==> src/rtl/fetch_stage.sv <==
// Instruction-fetch stage: PC, ROM address, IF/ID register, jump/branch redirect, HALT stop.
// Build option: define FETCH_JUMP_PREDECODE_EN to resolve unconditional jumps in fetch.
//
// state  | meaning
// S_RUN  | fetching normally, PC advances each unstalled cycle
// S_HALT | HALT word fetched; PC frozen, IF/ID fills with bubbles until a branch
module fetch_stage #(
  parameter int unsigned          ADDR_W    = 10,
  parameter int unsigned          INSTR_W   = 10,
  parameter logic [ADDR_W-1:0]    RESET_PC  = '0,
  parameter logic [INSTR_W-1:0]   HALT_WORD = 10'b0010000010
) (
  input  logic               clk,
  input  logic               rst,
  output logic [ADDR_W-1:0]  rom_addr,
  input  logic [INSTR_W-1:0] rom_data,
  input  logic               stall,
  input  logic               br_taken,
  input  logic [ADDR_W-1:0]  br_target,
  output logic [INSTR_W-1:0] instr_out,
  output logic [ADDR_W-1:0]  pc_out,
  output logic               valid_out,
  output logic               halted
);

  typedef enum logic {S_RUN = 1'b0, S_HALT = 1'b1} state_t;

  state_t               r_state, w_state_nxt;
  logic [ADDR_W-1:0]    r_pc, w_pc_nxt;
  logic [INSTR_W-1:0]   r_instr, w_instr_nxt;
  logic [ADDR_W-1:0]    r_pc_out, w_pc_out_nxt;
  logic                 r_valid, w_valid_nxt;
  logic                 w_jump;
  logic [ADDR_W-1:0]    w_jump_pc;

`ifdef FETCH_JUMP_PREDECODE_EN
  assign w_jump = (rom_data[INSTR_W-1 -: 4] == 4'b1000);
`else
  assign w_jump = 1'b0;
`endif
  assign w_jump_pc = ADDR_W'(rom_data[5:0]);

  always_comb begin
    w_state_nxt  = r_state;
    w_pc_nxt     = r_pc;
    w_instr_nxt  = r_instr;
    w_pc_out_nxt = r_pc_out;
    w_valid_nxt  = r_valid;
    if (br_taken) begin
      // A resolved branch outranks stall and squashes any speculative HALT.
      w_state_nxt  = S_RUN;
      w_pc_nxt     = br_target;
      w_instr_nxt  = '0;
      w_pc_out_nxt = r_pc;
      w_valid_nxt  = 1'b0;
    end else if (!stall) begin
      if (r_state == S_HALT) begin
        w_instr_nxt  = '0;
        w_pc_out_nxt = r_pc;
        w_valid_nxt  = 1'b0;
      end else if (w_jump) begin
        w_pc_nxt     = w_jump_pc;
        w_instr_nxt  = '0;
        w_pc_out_nxt = r_pc;
        w_valid_nxt  = 1'b0;
      end else begin
        w_instr_nxt  = rom_data;
        w_pc_out_nxt = r_pc;
        w_valid_nxt  = 1'b1;
        if (rom_data == HALT_WORD) begin
          w_state_nxt = S_HALT;
        end else begin
          w_pc_nxt = r_pc + ADDR_W'(1);
        end
      end
    end
  end

  always_ff @(posedge clk) begin
    if (rst) begin
      r_state  <= S_RUN;
      r_pc     <= RESET_PC;
      r_instr  <= '0;
      r_pc_out <= '0;
      r_valid  <= 1'b0;
    end else begin
      r_state  <= w_state_nxt;
      r_pc     <= w_pc_nxt;
      r_instr  <= w_instr_nxt;
      r_pc_out <= w_pc_out_nxt;
      r_valid  <= w_valid_nxt;
    end
  end

  assign rom_addr  = r_pc;
  assign instr_out = r_instr;
  assign pc_out    = r_pc_out;
  assign valid_out = r_valid;
  assign halted    = (r_state == S_HALT);

endmodule

==> config.mk <==
export PLATFORM = sky130hd
export DESIGN_NAME = fetch_stage
export DESIGN_NICKNAME = d
export VERILOG_FILES = /design/src/rtl/fetch_stage.sv
export SDC_FILE = /design/constraint.sdc
export NUM_CORES = 1
export LEC_CHECK = 0
export ABC_AREA = 1
export CORE_MARGIN = 1.5
export CORE_UTILIZATION = 41
export CTS_BUF_LIST = sky130_fd_sc_hd__clkbuf_8
export CTS_CLUSTER_SIZE = 25
export DETAILED_ROUTE_END_ITERATION = 8
export PLACE_DENSITY = 0.84
export REMOVE_ABC_BUFFERS = 1
export SLEW_MARGIN = 10
export SYNTH_ARGS = -nofsm -noshare
export SYNTH_HDL_FRONTEND = slang
export SYNTH_SLANG_ARGS = --single-unit
==> constraint.sdc <==
create_clock -name clk -period 1.2 [get_ports clk]
set_clock_uncertainty 0.05 [all_clocks]
set_input_delay 0.18 -clock clk [delete_from_list [all_inputs] [get_ports clk]]
set_output_delay 0.18 -clock clk [all_outputs]
set_load 0.005 [all_outputs]
# == Yosys cells after proc, flatten, opt, wreduce, memory -nomap -nowiden ==
# Index checks and enable logic that the tools add are counted.
# word_totals
reg_bits,32
input_bits,24
out_inout_bits,32
wordCells,22
# classes
addsub,1
n_eq_ne,4
n_mux,10
reduce_logical,2
# ops
operator,n
2-to-1 mux 10 bit,7
"adder 10 x 1 -> 10 bit, second input constant",1
"== test 10 x 8 -> 1 bit, second input constant",1
"!= test 2 bit, second input constant",2
2-to-1 mux 1 bit,3
AND reduction 3 bit,1
"!= test 2 x 1 -> 1 bit, second input constant",1
OR reduction 2 bit,1

# == Depth between registers and ports, before layout ==
# Gate-level depths: netlist (run 1).
# logic_depth
depth_word,5
depth_mapped,9
ltp_nobuf,9

# == Least setup slack after synthesis (run 1) ==
# Ideal clock, no wire load.
# synth_path
path_kind,flip-flop to flip-flop
start,register r_pc[0] (netlist: rom_addr[0])
end,register r_pc[6] (netlist: rom_addr[6])
setup_ns,0.064
arrival_ns,1.170
t_required_ns,1.086
path_slack_ns,-0.084
stages_incl_launch_ff,9
path_buffers,0
synth_period_minus_slack_ns,1.284
cell_sequence,dfxtp_1 -> ha_1 -> nand2_2 -> nor2_4 -> nand2_2 -> nor2_2 -> xor2_1 -> nor2_1 -> nor2_1
# synth_via
elab_chain_len,5
# synth_lines
item,line,source
"start, declared",29,"logic [ADDR_W-1:0] r_pc, w_pc_nxt;"
"start signal, assigned",88,r_pc <= w_pc_nxt;
adder 10 x 1 -> 10 bit,73,w_pc_nxt = r_pc + ADDR_W'(1);
2-to-1 mux 10 bit,70,if (rom_data == HALT_WORD) begin
2-to-1 mux 10 bit,57,if (r_state == S_HALT) begin
2-to-1 mux 10 bit,56,end else if (!stall) begin
2-to-1 mux 10 bit,49,if (br_taken) begin
# No other way between the ends. The select of a mux whose other input is x is not followed.
# A chain may end at the register's enable or synchronous reset.

# == Worst setup path in the final report (run 1) ==
# layout_path
start,register r_pc[1] (netlist: rom_addr[1])
end,register r_pc[9] (netlist: rom_addr[9])
# Same word-level chain as after synthesis.

==> results.cfg, run 1 <==
[worst_setup_path]
worst_ep_required_time_ns = 1.36
crit_family = simple AND/OR/NAND/NOR gates
cp_slowest_cell = dfxtp_2
start_kind = flip-flop
path_max_fanout = 4
crit_chain = buf_6 > nand3_4 > nor2_4 > nand2_1 > nand2_1 > nand2_1 > nor2_2 > nor2_1 > nor2_1
crit_buf_inv = 1
slowest_delay_ns = 0.36
critical-path-top-cell-by-count = nand2_1
criticalPathCategory = reg2reg
cp-end-kind = flip-flop
worstPathArrival_ns = 1.43

[sta]
finalHoldViolCount = 0
finalCritPeriodShare = 1.06
setup_viol = 5
period_minus_slack_ns = 1.27
final_max_slew_viol_count = 0
rsz0062_at_grt = true
relSlewSlack = 0.832
setup_slack_ns = -0.0718
fmax_mhz = 786
tightestPinTransition_ns = 0.251

[place]
portBuffers = 55
dpl_cell_area_sq_um = 2280
dp_hpwl_mm = 3.10
gp_congestion = 0.934

[floorplanning]
dieHeight_um = 64.2
core_area_sq_um = 3630
initial_utilization = 0.423
rows = 22
io_pins = 56
dieArea_sq_um = 4130
die_x_um = 64.2

[pwr]
combPwrFrac = 0.212
ir_worst_vdd_mv = 0.559
sw_frac_of_total = 0.276
switchingPower_mw = 0.675
clkPwrFrac = 0.310
cellLeakagePower_nw = 1.18
p_per_area_nw_per_um2 = 986
seqPwrFrac = 0.478
intPower_mw = 1.77
p_total_mw = 2.44

[grt]
top_usage_layer = met2
grtUsageMet3 = 0.0616
overflow = 0
grt_pass1_vias = 1658
use_met1 = 0.281
grtUsageMet2 = 0.410
grt_pass1_wl_mm = 7.62
grt_max_degree = 13
antenna_found_initial = 0
track_usage = 0.240

[logic_synthesis]
synthesis.area_sq_um = 1540
syn_inst = 219
yosys_register_bits = 32
synth-seq-area-share = 0.417
synth_warnings = 0
synth_cell_type_count = 25
netlist.area_leader.share = 0.417
yosys-top-cells-area = dfxtp_1 (42%), nand2_1 (16%), a21oi_1 (6.5%)
synth.avg_cell_area_sq_um = 7.02
synth_area_leader_cell = dfxtp_1

[cells_and_area]
finalInstanceArea_sq_um = 2480
drive_gt1_frac = 0.291
num_antenna_cells = 0
mostFrequentLayoutCells = nand2_1 (62), dlygate4sd2_1 (42), buf_4 (21)
num-nets-final = 327
mostFrequentLayoutCell = nand2_1
area_growth_pct = 61.2

[clock_tree]
clock_path_buffers = 2
cts-root-buf = clkbuf_8
cts_buffers = 5
cts_sinks = 32
htree_levels = 2
path_clk_slew_ns = 0.07
cts_tree = yes
worstSkewPairLatency_ns = 0.28

[detailed_routing]
via_per_inst = 5.02
firstDrtPassIters = 4
route.detailed.drc = 0
wl_mm = 4.73
avgRoutedWirePerCell_um = 13.5
dr.first_iter.drc_count = 77
num_vias = 1758
ant_nets = 0

[run_status]
status = complete, but fails checks
violations = negative setup slack

[worst_hold_path]
hold_path.class = in2reg

[run]
drv_cap = 0
## state kept, by name, indices dropped and copies added (netlist names)
register and cells:
halted 1, instr_out 10, valid_out 1, rom_addr 10, pc_out 10
## cell usage after synthesis (all sizes together)
| cell | instances |
|---|---|
| o21bai | 1 |
| nand3 | 14 |
| xor2 | 2 |
| nand4 | 1 |
| o21ai | 17 |
| nor3 | 1 |
| buf | 5 |
| clkinv | 1 |
| inv | 19 |
| or2 | 1 |
| a21oi | 25 |
| nand2 | 67 |
| clkbuf | 3 |
| dfxtp | 32 |
| ha | 1 |
| nor2 | 29 |
## power groups by stage
stage | logic [mW] | clock network (mW) | registers (mW)
after floorplan | 0.168 | 0 | 1.19
after global placement | 0.485 | 0 | 1.19
after detailed placement | 0.495 | 0 | 1.19
after CTS | 0.493 | 0.761 | 1.17
after global routing | 0.561 | 0.825 | 1.18
final | 0.518 | 0.757 | 1.17
## layout make-up
type                    count  area (sq um)
inverters                  20          83.8
fillers                   329          1150
clock buffers               5          68.8
multi-input cells         160           845
flip-flops and latches     32           672
repair buffers             81           726
clock inverters             2          8.76
well taps                  48          60.1
repair inverters            2          15.0
## worst reg2reg max path, cell delays in order (launching register included)
cell	delay [ns]
dfxtp_2	0.36
buf_6	0.12
nand3_4	0.11
nor2_4	0.14
nand2_1	0.06
nand2_1	0.08
nand2_1	0.06
nor2_2	0.09
nor2_1	0.06
nor2_1	0.07
## what timing repair did
action,4_1_cts,5_1_grt
hold buffers,0,0
gates cloned,3,0
setup buffers,4,1
pin swaps,13,10
gates resized for setup,86,12
endpoints found under the setup margin,49,13
## worst paths after layout
kind / start / end / slack [ns] / depth (start not counted)
setup / recovery: rom_addr[1] / rom_addr[9] / -0.07 / 9
hold / removal: rom_data[8] / instr_out[8] / 0.25 / 3
setup reg to reg: rom_addr[1] / rom_addr[9] / -0.07 / 9
hold reg to reg: instr_out[1] / instr_out[1] / 0.40 / 2
## cell families (layout without fill, tap and decap cells)
group | after synthesis | in the layout | synth area share
compound gates | 43 | 43 | 0.161
xor+xnor | 2 | 2 | 0.0114
fa+ha+maj | 1 | 1 | 0.00814
buf+inv | 28 | 110 | 0.0854
flops | 32 | 32 | 0.417
simple gates | 113 | 114 | 0.317
## per-stage QoR
stage               setup TNS (ns)  worst slack [ns]   util  hold slack, ns  instances
global route                -0.770            -0.171  0.682           0.250        350
global placement             -8.78            -0.394  0.627           0.393        335
floorplan                   -0.191           -0.0840      -           0.192        211
detailed placement           -9.25            -0.413  0.627           0.394        335
CTS                         -0.114           -0.0632  0.676           0.249        349
finish                      -0.162           -0.0718  0.682           0.255        350
## per-layer routing
metal  vias up  share of wire
met4         0          0.019
met5         -              0
met3        10          0.093
met2        87           0.49
li1        867              -
met1       794           0.40
(Power assumes the default switching activity.)
==> inputs of run 2 (changes only) <==
- CTS_CLUSTER_SIZE: 25 -> 10
- SLEW_MARGIN: 10 -> 20
==> results of run 2 <==
No change in the layout: final DEF, timing and power equal those of run 1.
==> inputs of run 3 (changes only) <==
- ABC_CLOCK_PERIOD_IN_PS: not set -> 1200
==> results of run 3 <==
No change in the layout: final DEF, timing and power equal those of run 1.
